## config.mk

```make
export PLATFORM = sky130hd
export DESIGN_NAME = rca_pipe_flat
export DESIGN_NICKNAME = d
export VERILOG_FILES = /design/src/rtl/rca_pipe_if.sv /design/src/rtl/rca_pipe.sv /design/src/flat_wrapper.sv
export SDC_FILE = /design/constraint.sdc
export NUM_CORES = 1
export LEC_CHECK = 0
export ABC_AREA = 1
export ABC_CLOCK_PERIOD_IN_PS = 11600
export CAP_MARGIN = 25
export CORE_UTILIZATION = 47
export DETAILED_ROUTE_END_ITERATION = 10
export GPL_TIMING_DRIVEN = 0
export HOLD_SLACK_MARGIN = 0.02
export PLACE_DENSITY = 0.67
export SLEW_MARGIN = 10
export SYNTH_ARGS = -nofsm -noshare
export SYNTH_HDL_FRONTEND = slang
export SYNTH_SLANG_ARGS = --single-unit
```

## constraint.sdc

```tcl
create_clock -name clk -period 11.6 [get_ports clk]
set_clock_uncertainty 0.05 [all_clocks]
set_input_delay 2.32 -clock clk [delete_from_list [all_inputs] [get_ports clk]]
set_output_delay 2.32 -clock clk [all_outputs]
set_load 0.01 [all_outputs]
```

## src/rtl/rca_pipe_if.sv

```systemverilog
// Valid/ready operand and result bundle for the pipelined adder/subtractor.
// Ports: in_valid/in_ready/x_in/y_in/c_in/sub_in (operand side), out_valid/out_ready/sum/cout/ovf (result side).
// master = producer/consumer (drives operands, accepts results); slave = the adder itself.
interface rca_pipe_if #(
  parameter int WIDTH = 32
);
  logic             in_valid;
  logic             in_ready;
  logic [WIDTH-1:0] x_in;
  logic [WIDTH-1:0] y_in;
  logic             c_in;
  logic             sub_in;
  logic             out_valid;
  logic             out_ready;
  logic [WIDTH-1:0] sum;
  logic             cout;
  logic             ovf;

  modport master (
    output in_valid, x_in, y_in, c_in, sub_in, out_ready,
    input  in_ready, out_valid, sum, cout, ovf
  );

  modport slave (
    input  in_valid, x_in, y_in, c_in, sub_in, out_ready,
    output in_ready, out_valid, sum, cout, ovf
  );
endinterface

```

## src/rtl/rca_pipe.sv

```systemverilog
// Pipelined ripple-carry add/sub: WIDTH bits split into STAGES ripple segments, carry registered between them.
// Latency STAGES cycles from acceptance to out_valid; one op per cycle. Ports: clk, rst_n, bus (rca_pipe_if.slave).
// Backpressure: a single enable (out_ready || !out_valid) freezes every stage; in_ready mirrors it combinationally.
module rca_pipe #(
  parameter int WIDTH  = 32,
  parameter int STAGES = 4
) (
  input logic       clk,
  input logic       rst_n,
  rca_pipe_if.slave bus
);
  localparam int SEG = WIDTH / STAGES;

  // Per-stage registers. Stage k holds the operation after segment k has been added:
  // a_q/b_q carry the (not yet consumed) operand bits forward, s_q accumulates completed
  // sum slices, c_q is the carry out of segment k, m_q the carry into the segment's top bit.
  logic             v_q [STAGES];
  logic [WIDTH-1:0] a_q [STAGES];
  logic [WIDTH-1:0] b_q [STAGES];
  logic [WIDTH-1:0] s_q [STAGES];
  logic             c_q [STAGES];
  logic             m_q [STAGES];

  // Inputs seen by each segment's adder.
  logic             v_d [STAGES];
  logic [WIDTH-1:0] a_d [STAGES];
  logic [WIDTH-1:0] b_d [STAGES];
  logic [WIDTH-1:0] s_d [STAGES];
  logic             c_d [STAGES];

  // Segment adder results.
  logic [WIDTH-1:0] s_n [STAGES];
  logic             c_n [STAGES];
  logic             m_n [STAGES];

  logic en;

  assign en           = bus.out_ready || !v_q[STAGES-1];
  assign bus.in_ready = en;

  // Stage 0 takes the live operands; subtraction is folded in here as A + ~B + ~c_in.
  always_comb begin
    v_d[0] = bus.in_valid;
    a_d[0] = bus.x_in;
    b_d[0] = bus.sub_in ? ~bus.y_in : bus.y_in;
    c_d[0] = bus.sub_in ^ bus.c_in;
    s_d[0] = '0;
    for (int k = 1; k < STAGES; k++) begin
      v_d[k] = v_q[k-1];
      a_d[k] = a_q[k-1];
      b_d[k] = b_q[k-1];
      c_d[k] = c_q[k-1];
      s_d[k] = s_q[k-1];
    end
  end

  // One SEG-bit ripple chain per stage, working on slice k of the skewed operands.
  always_comb begin
    logic carry;
    logic ta;
    logic tb;
    carry = 1'b0;
    ta    = 1'b0;
    tb    = 1'b0;
    for (int k = 0; k < STAGES; k++) begin
      carry  = c_d[k];
      s_n[k] = s_d[k];
      m_n[k] = 1'b0;
      for (int i = 0; i < SEG; i++) begin
        ta = a_d[k][k*SEG+i];
        tb = b_d[k][k*SEG+i];
        // Last iteration leaves the carry into the segment's top bit, used for overflow.
        m_n[k] = carry;
        s_n[k][k*SEG+i] = ta ^ tb ^ carry;
        carry = (ta & tb) | (carry & (ta ^ tb));
      end
      c_n[k] = carry;
    end
  end

  // Data registers only load on valid slots so the output holds its last result across bubbles.
  always_ff @(posedge clk or negedge rst_n) begin
    if (!rst_n) begin
      for (int k = 0; k < STAGES; k++) begin
        v_q[k] <= 1'b0;
        a_q[k] <= '0;
        b_q[k] <= '0;
        s_q[k] <= '0;
        c_q[k] <= 1'b0;
        m_q[k] <= 1'b0;
      end
    end else if (en) begin
      for (int k = 0; k < STAGES; k++) begin
        v_q[k] <= v_d[k];
        if (v_d[k]) begin
          a_q[k] <= a_d[k];
          b_q[k] <= b_d[k];
          s_q[k] <= s_n[k];
          c_q[k] <= c_n[k];
          m_q[k] <= m_n[k];
        end
      end
    end
  end

  assign bus.out_valid = v_q[STAGES-1];
  assign bus.sum       = s_q[STAGES-1];
  assign bus.cout      = c_q[STAGES-1];
  assign bus.ovf       = c_q[STAGES-1] ^ m_q[STAGES-1];
endmodule

```

## src/flat_wrapper.sv

```systemverilog
// flat-port wrapper written by rule: the top's interface ports become plain ports
module rca_pipe_flat 
#(
  parameter int WIDTH  = 32,
  parameter int STAGES = 4
)
  (clk, rst_n, bus_in_valid, bus_x_in, bus_y_in, bus_c_in, bus_sub_in, bus_out_ready, bus_in_ready, bus_out_valid, bus_sum, bus_cout, bus_ovf);
  rca_pipe_if #(.WIDTH(WIDTH)) bus_i ();
  input logic clk;
  input logic rst_n;
  input wire logic [$bits(bus_i.in_valid)-1:0] bus_in_valid;
  input wire logic [$bits(bus_i.x_in)-1:0] bus_x_in;
  input wire logic [$bits(bus_i.y_in)-1:0] bus_y_in;
  input wire logic [$bits(bus_i.c_in)-1:0] bus_c_in;
  input wire logic [$bits(bus_i.sub_in)-1:0] bus_sub_in;
  input wire logic [$bits(bus_i.out_ready)-1:0] bus_out_ready;
  output wire logic [$bits(bus_i.in_ready)-1:0] bus_in_ready;
  output wire logic [$bits(bus_i.out_valid)-1:0] bus_out_valid;
  output wire logic [$bits(bus_i.sum)-1:0] bus_sum;
  output wire logic [$bits(bus_i.cout)-1:0] bus_cout;
  output wire logic [$bits(bus_i.ovf)-1:0] bus_ovf;
  assign bus_i.in_valid = bus_in_valid;
  assign bus_i.x_in = bus_x_in;
  assign bus_i.y_in = bus_y_in;
  assign bus_i.c_in = bus_c_in;
  assign bus_i.sub_in = bus_sub_in;
  assign bus_i.out_ready = bus_out_ready;
  assign bus_in_ready = bus_i.in_ready;
  assign bus_out_valid = bus_i.out_valid;
  assign bus_sum = bus_i.sum;
  assign bus_cout = bus_i.cout;
  assign bus_ovf = bus_i.ovf;
  rca_pipe #(.WIDTH(WIDTH), .STAGES(STAGES)) u_core (.clk(clk), .rst_n(rst_n), .bus(bus_i));
endmodule
```

* Word level (Yosys, flattened, before mapping)
Index checks and enable logic that the tools add are counted.
Cells by class: mux-type cells 1, bitwise operators 163, reduce and logical (&&, ||, !) cells 6
Operators by type and width (count):
- 1-bit bitwise XOR | 66
- 1-bit bitwise AND | 64
- 32-bit 2-to-1 mux | 1
- 32-bit inverter | 1
- 1-bit OR | 32
- 2-bit AND reduction | 4
- 1-bit logical NOT | 1
- 1-bit logical OR | 1
Storage, ports and cells: flip-flop bits (word level) 281, bits of input ports 70, output and inout port bits 36, logic and storage cells 189

* Logic depth before layout (Yosys ltp)
depth after elaboration 19, depth in mapped cells 15, gate-level depth less buffers 14

* Worst setup path before layout
No wires, ideal clock.
path kind input to register, start point input port bus_sub_in, end point register u_core.s_q (netlist bit u_core.s_d[71]), library setup time 0.117 ns, arrival 5.962 ns, data required time 11.433 ns, path slack 5.471 ns, cell stages on the path 15, buffers on the path 2, cells stage by stage buf_2 buf_2 xor2_1 fa_1 inv_1 fa_1 fa_1 fa_1 fa_1 fa_1 fa_1 inv_1 fa_1 nand3_1 nand2_1
RTL lines:
- from (decl) | line flat_wrapper.sv:15 | input wire logic [$bits(bus_i.sub_in)-1:0] bus_sub_in;
- to (signal, indexed assignment) | line rca_pipe.sv:98 | s_q[k] <= s_n[k];
- to (decl) | line rca_pipe.sv:20 | logic [WIDTH-1:0] s_q [STAGES];

* Final worst setup path
start point input port bus_out_ready, end point output port bus_in_ready
On the way: cells in the longest elaborated chain, start to end 1
RTL lines:
- from (decl) | line flat_wrapper.sv:16 | input wire logic [$bits(bus_i.out_ready)-1:0] bus_out_ready;
- 1-bit logical OR | line rca_pipe.sv:38 | assign en = bus.out_ready || !v_q[STAGES-1];
- to (decl) | line flat_wrapper.sv:17 | output wire logic [$bits(bus_i.in_ready)-1:0] bus_in_ready;
No other way between the ends.

==> flow_summary.json <==
{
  "vias": 6339,
  "portBuffers": 103,
  "synth-async-reset-ratio": 1.000,
  "whs_path_depth": 2,
  "ir_worst_vdd_v": 0.0001370,
  "r2r-end": "u_core.s_d[23]",
  "antenna_found_initial": 0,
  "cts_root_buffer": "clkbuf_16",
  "cts_setup_buffers": 0,
  "clk_latency_ns": 0.43,
  "p_comb_frac": 0.356,
  "finalMaxSlewViolations": 0,
  "setup_violations": 0,
  "fin_area_sq_um": 10390,
  "cts_resized": 0,
  "leakagePower_uw": 0.005519,
  "cts_sinks": 185,
  "h-tree-depth": 4,
  "ys_seq_area_frac": 0.5466,
  "finalWorstPathRequiredPeriod_ns": 6.483,
  "sequentialPowerShare": 0.423,
  "r2r_start": "u_core.c_d[1]",
  "path_max_fanout": 10,
  "worst_pin_slew_ns": 0.6343,
  "ios": 106,
  "synth-edff-count": 0,
  "grt_first_pass_wirelength_um": 30690,
  "p_sw_frac": 0.3659,
  "path_clk_slew_ns": 0.06,
  "cts_buffers": 17,
  "hp-class": "flop to flop",
  "cts_tree": "done",
  "power_switching_uw": 921.3,
  "ff2ff_path_depth": 13,
  "syn_nets": 1077,
  "min_to": "u_core.bus.sum[27]",
  "place_area_sq_um": 9814,
  "die_h_um": 136.2,
  "netlist_instances": 975,
  "relSlewSlack": 0.5771,
  "die_x_um": 136.2,
  "firstDrtPassIters": 5,
  "hold_viol": 0,
  "start_kind": "primary input",
  "rrSetupSlack_ns": 7.28,
  "required_ns": 9.23,
  "rows": 48,
  "power.share.clock": 0.222,
  "grt_pass1_vias": 6087,
  "ctsHoldBuffers": 0,
  "rsz0062_at_grt": "false",
  "avgSynthCellArea_sq_um": 8.687,
  "yosysUniqueCellTypes": 15,
  "path_class": "primary input to output port",
  "syn_to_final_growth_pct": 22.68,
  "arrival_ns": 4.11,
  "grt-ovfl-total": 0,
  "synth_area_sq_um": 8469,
  "power_density_nw_per_um2": 242.4,
  "cts.path.max_buffers": 2,
  "coreArea_sq_um": 17480,
  "start_util": 0.4846,
  "power.internal_uw": 1597,
  "dp_hpwl_um": 13610,
  "wl_per_cell_um": 13.71,
  "status": "finished, final reports clean",
  "antenna_cells": 0,
  "synth_flop_cell": "dfrtp_1",
  "wl_um": 18320,
  "min_from": "u_core.bus.sum[27]",
  "ys.warnings.count": 0,
  "cp-end-kind": "output port",
  "drt_iter0_drc": 501,
  "dieArea_sq_um": 18560,
  "drc_errors": 0,
  "cap_violations": 0,
  "gp_congestion": 0.7826,
  "layout-drive-gt1-share": 0.06661,
  "detail-route-antenna-nets": 0,
  "vias_per_cell": 4.745,
  "finalCritPeriodShare": 0.5589,
  "fin_nets": 1200,
  "fmax_ghz": 0.1542,
  "synth_seq_cells": 185,
  "fin_tns_setup_ns": 0,
  "crit_start": "bus_out_ready",
  "grt_max_degree": 102,
  "grtUsageTotal": 0.2177
}
## critical path, cell delays in order
cell and delay, ns:
clkdlybuf4s50_1 0.49, inv_1 0.12, nand2_1 0.11, buf_4 0.19
buf_2 0.29, clkdlybuf4s50_1 0.59
## layout make-up
class | instances | area (sq um)
Sequential cell | 185 | 4629
Tap cell | 225 | 281.5
Clock inverter | 13 | 122.6
Buffer | 63 | 295.3
Fill cell | 1574 | 7087
Multi-Input combinational cell | 669 | 3327
Timing Repair Buffer | 104 | 1064
Inverter | 58 | 217.7
Clock buffer | 19 | 452.9
## layout by cell type (no fill, tap or decap)
master,Yosys,routed
buf_8,0,1
o21ai_0,1,1
nand3_1,145,145
buf_2,32,32
nand2_1,464,464
bufinv_16,0,1
clkbuf_1,16,16
buf_1,10,10
a21oi_2,1,1
clkinvlp_4,0,4
inv_6,0,1
buf_16,0,1
nand3b_1,14,14
xor2_1,4,4
clkdlybuf4s50_1,0,102
inv_1,58,58
clkbuf_16,0,17
clkinv_2,0,2
nand2_2,2,2
clkinv_4,0,5
fa_1,32,32
clkbuf_8,0,2
xnor2_1,6,6
dfrtp_1,185,185
buf_4,5,5
## Yosys cell counts (4+ instances only)
library cell	instances	area, sq um
buf_1	10	37.54
buf_2	32	160.2
buf_4	5	37.54
clkbuf_1	16	60.06
dfrtp_1	185	4629
fa_1	32	640.6
inv_1	58	217.7
nand2_1	464	1742
nand3_1	145	725.7
nand3b_1	14	105.1
xnor2_1	6	52.55
xor2_1	4	35.03
## per-layer routing
metal  GRT usage  vias to the layer above  wire length (um)
li1            -                     3261                 -
met1      0.3066                     2918              9022
met2      0.3440                      140              8293
met3     0.03691                       20               748
met4     0.06852                        0               257
met5           0                        -                 0
## power by group through the flow
| stage | logic (uW) | registers [uW] | clock network (uW) |
|---|---|---|---|
| after global routing | 1030 | 1100 | 591 |
| after CTS | 906 | 1060 | 565 |
| final | 896 | 1060 | 558 |
| after global placement | 872 | 1070 | 0 |
| after detailed placement | 900 | 1070 | 0 |
| after floorplan | 552 | 1050 | 0 |
## per-stage QoR
| step | utilization | instances | setup WS [ns] | total power (uW) | hold WS, ns |
|---|---|---|---|---|---|
| floorplan | - | 975 | 5.471 | 1607 | 0.3919 |
| finish | 0.5945 | 1336 | 5.117 | 2518 | 0.4183 |
| global placement | 0.5597 | 1303 | 0.5473 | 1939 | 0.4030 |
| global route | 0.5945 | 1336 | 5.062 | 2715 | 0.4371 |
| detailed placement | 0.5616 | 1304 | 5.149 | 1974 | 0.4080 |
| CTS | 0.5945 | 1336 | 5.137 | 2535 | 0.4240 |
## cell families after synthesis
kind of cell             Yosys count  synth area share
XOR/XNOR                          10           0.01034
buffers and inverters            121           0.06057
AO/OA/AOI/OAI                      2          0.001625
flip-flops                       185            0.5466
AND/OR/NAND/NOR                  625            0.3052
adder cells (fa/ha/maj)           32           0.07564
## worst max path at each step
stage / to / slack [ns] / depth (start not counted)
after floorplan: u_core.s_d[71] / 5.47 / 15
after global placement: u_core.a_d[76] / 0.55 / 1
after detailed placement: bus_in_ready / 5.15 / 6
after CTS: bus_in_ready / 5.14 / 6
after global routing: bus_in_ready / 5.06 / 6
final: bus_in_ready / 5.12 / 6
## registers in the layout (all words and copies together) (netlist names)
register,count
u_core.s_d,48
u_core.a_d,48
u_core.v_d,3
u_core.bus.cout,1
u_core.bus.sum,32
u_core.bus.out_valid,1
u_core.c_d,3
u_core.b_d,48
u_core.m_q,1
Power figures use the tool's default switching activity.
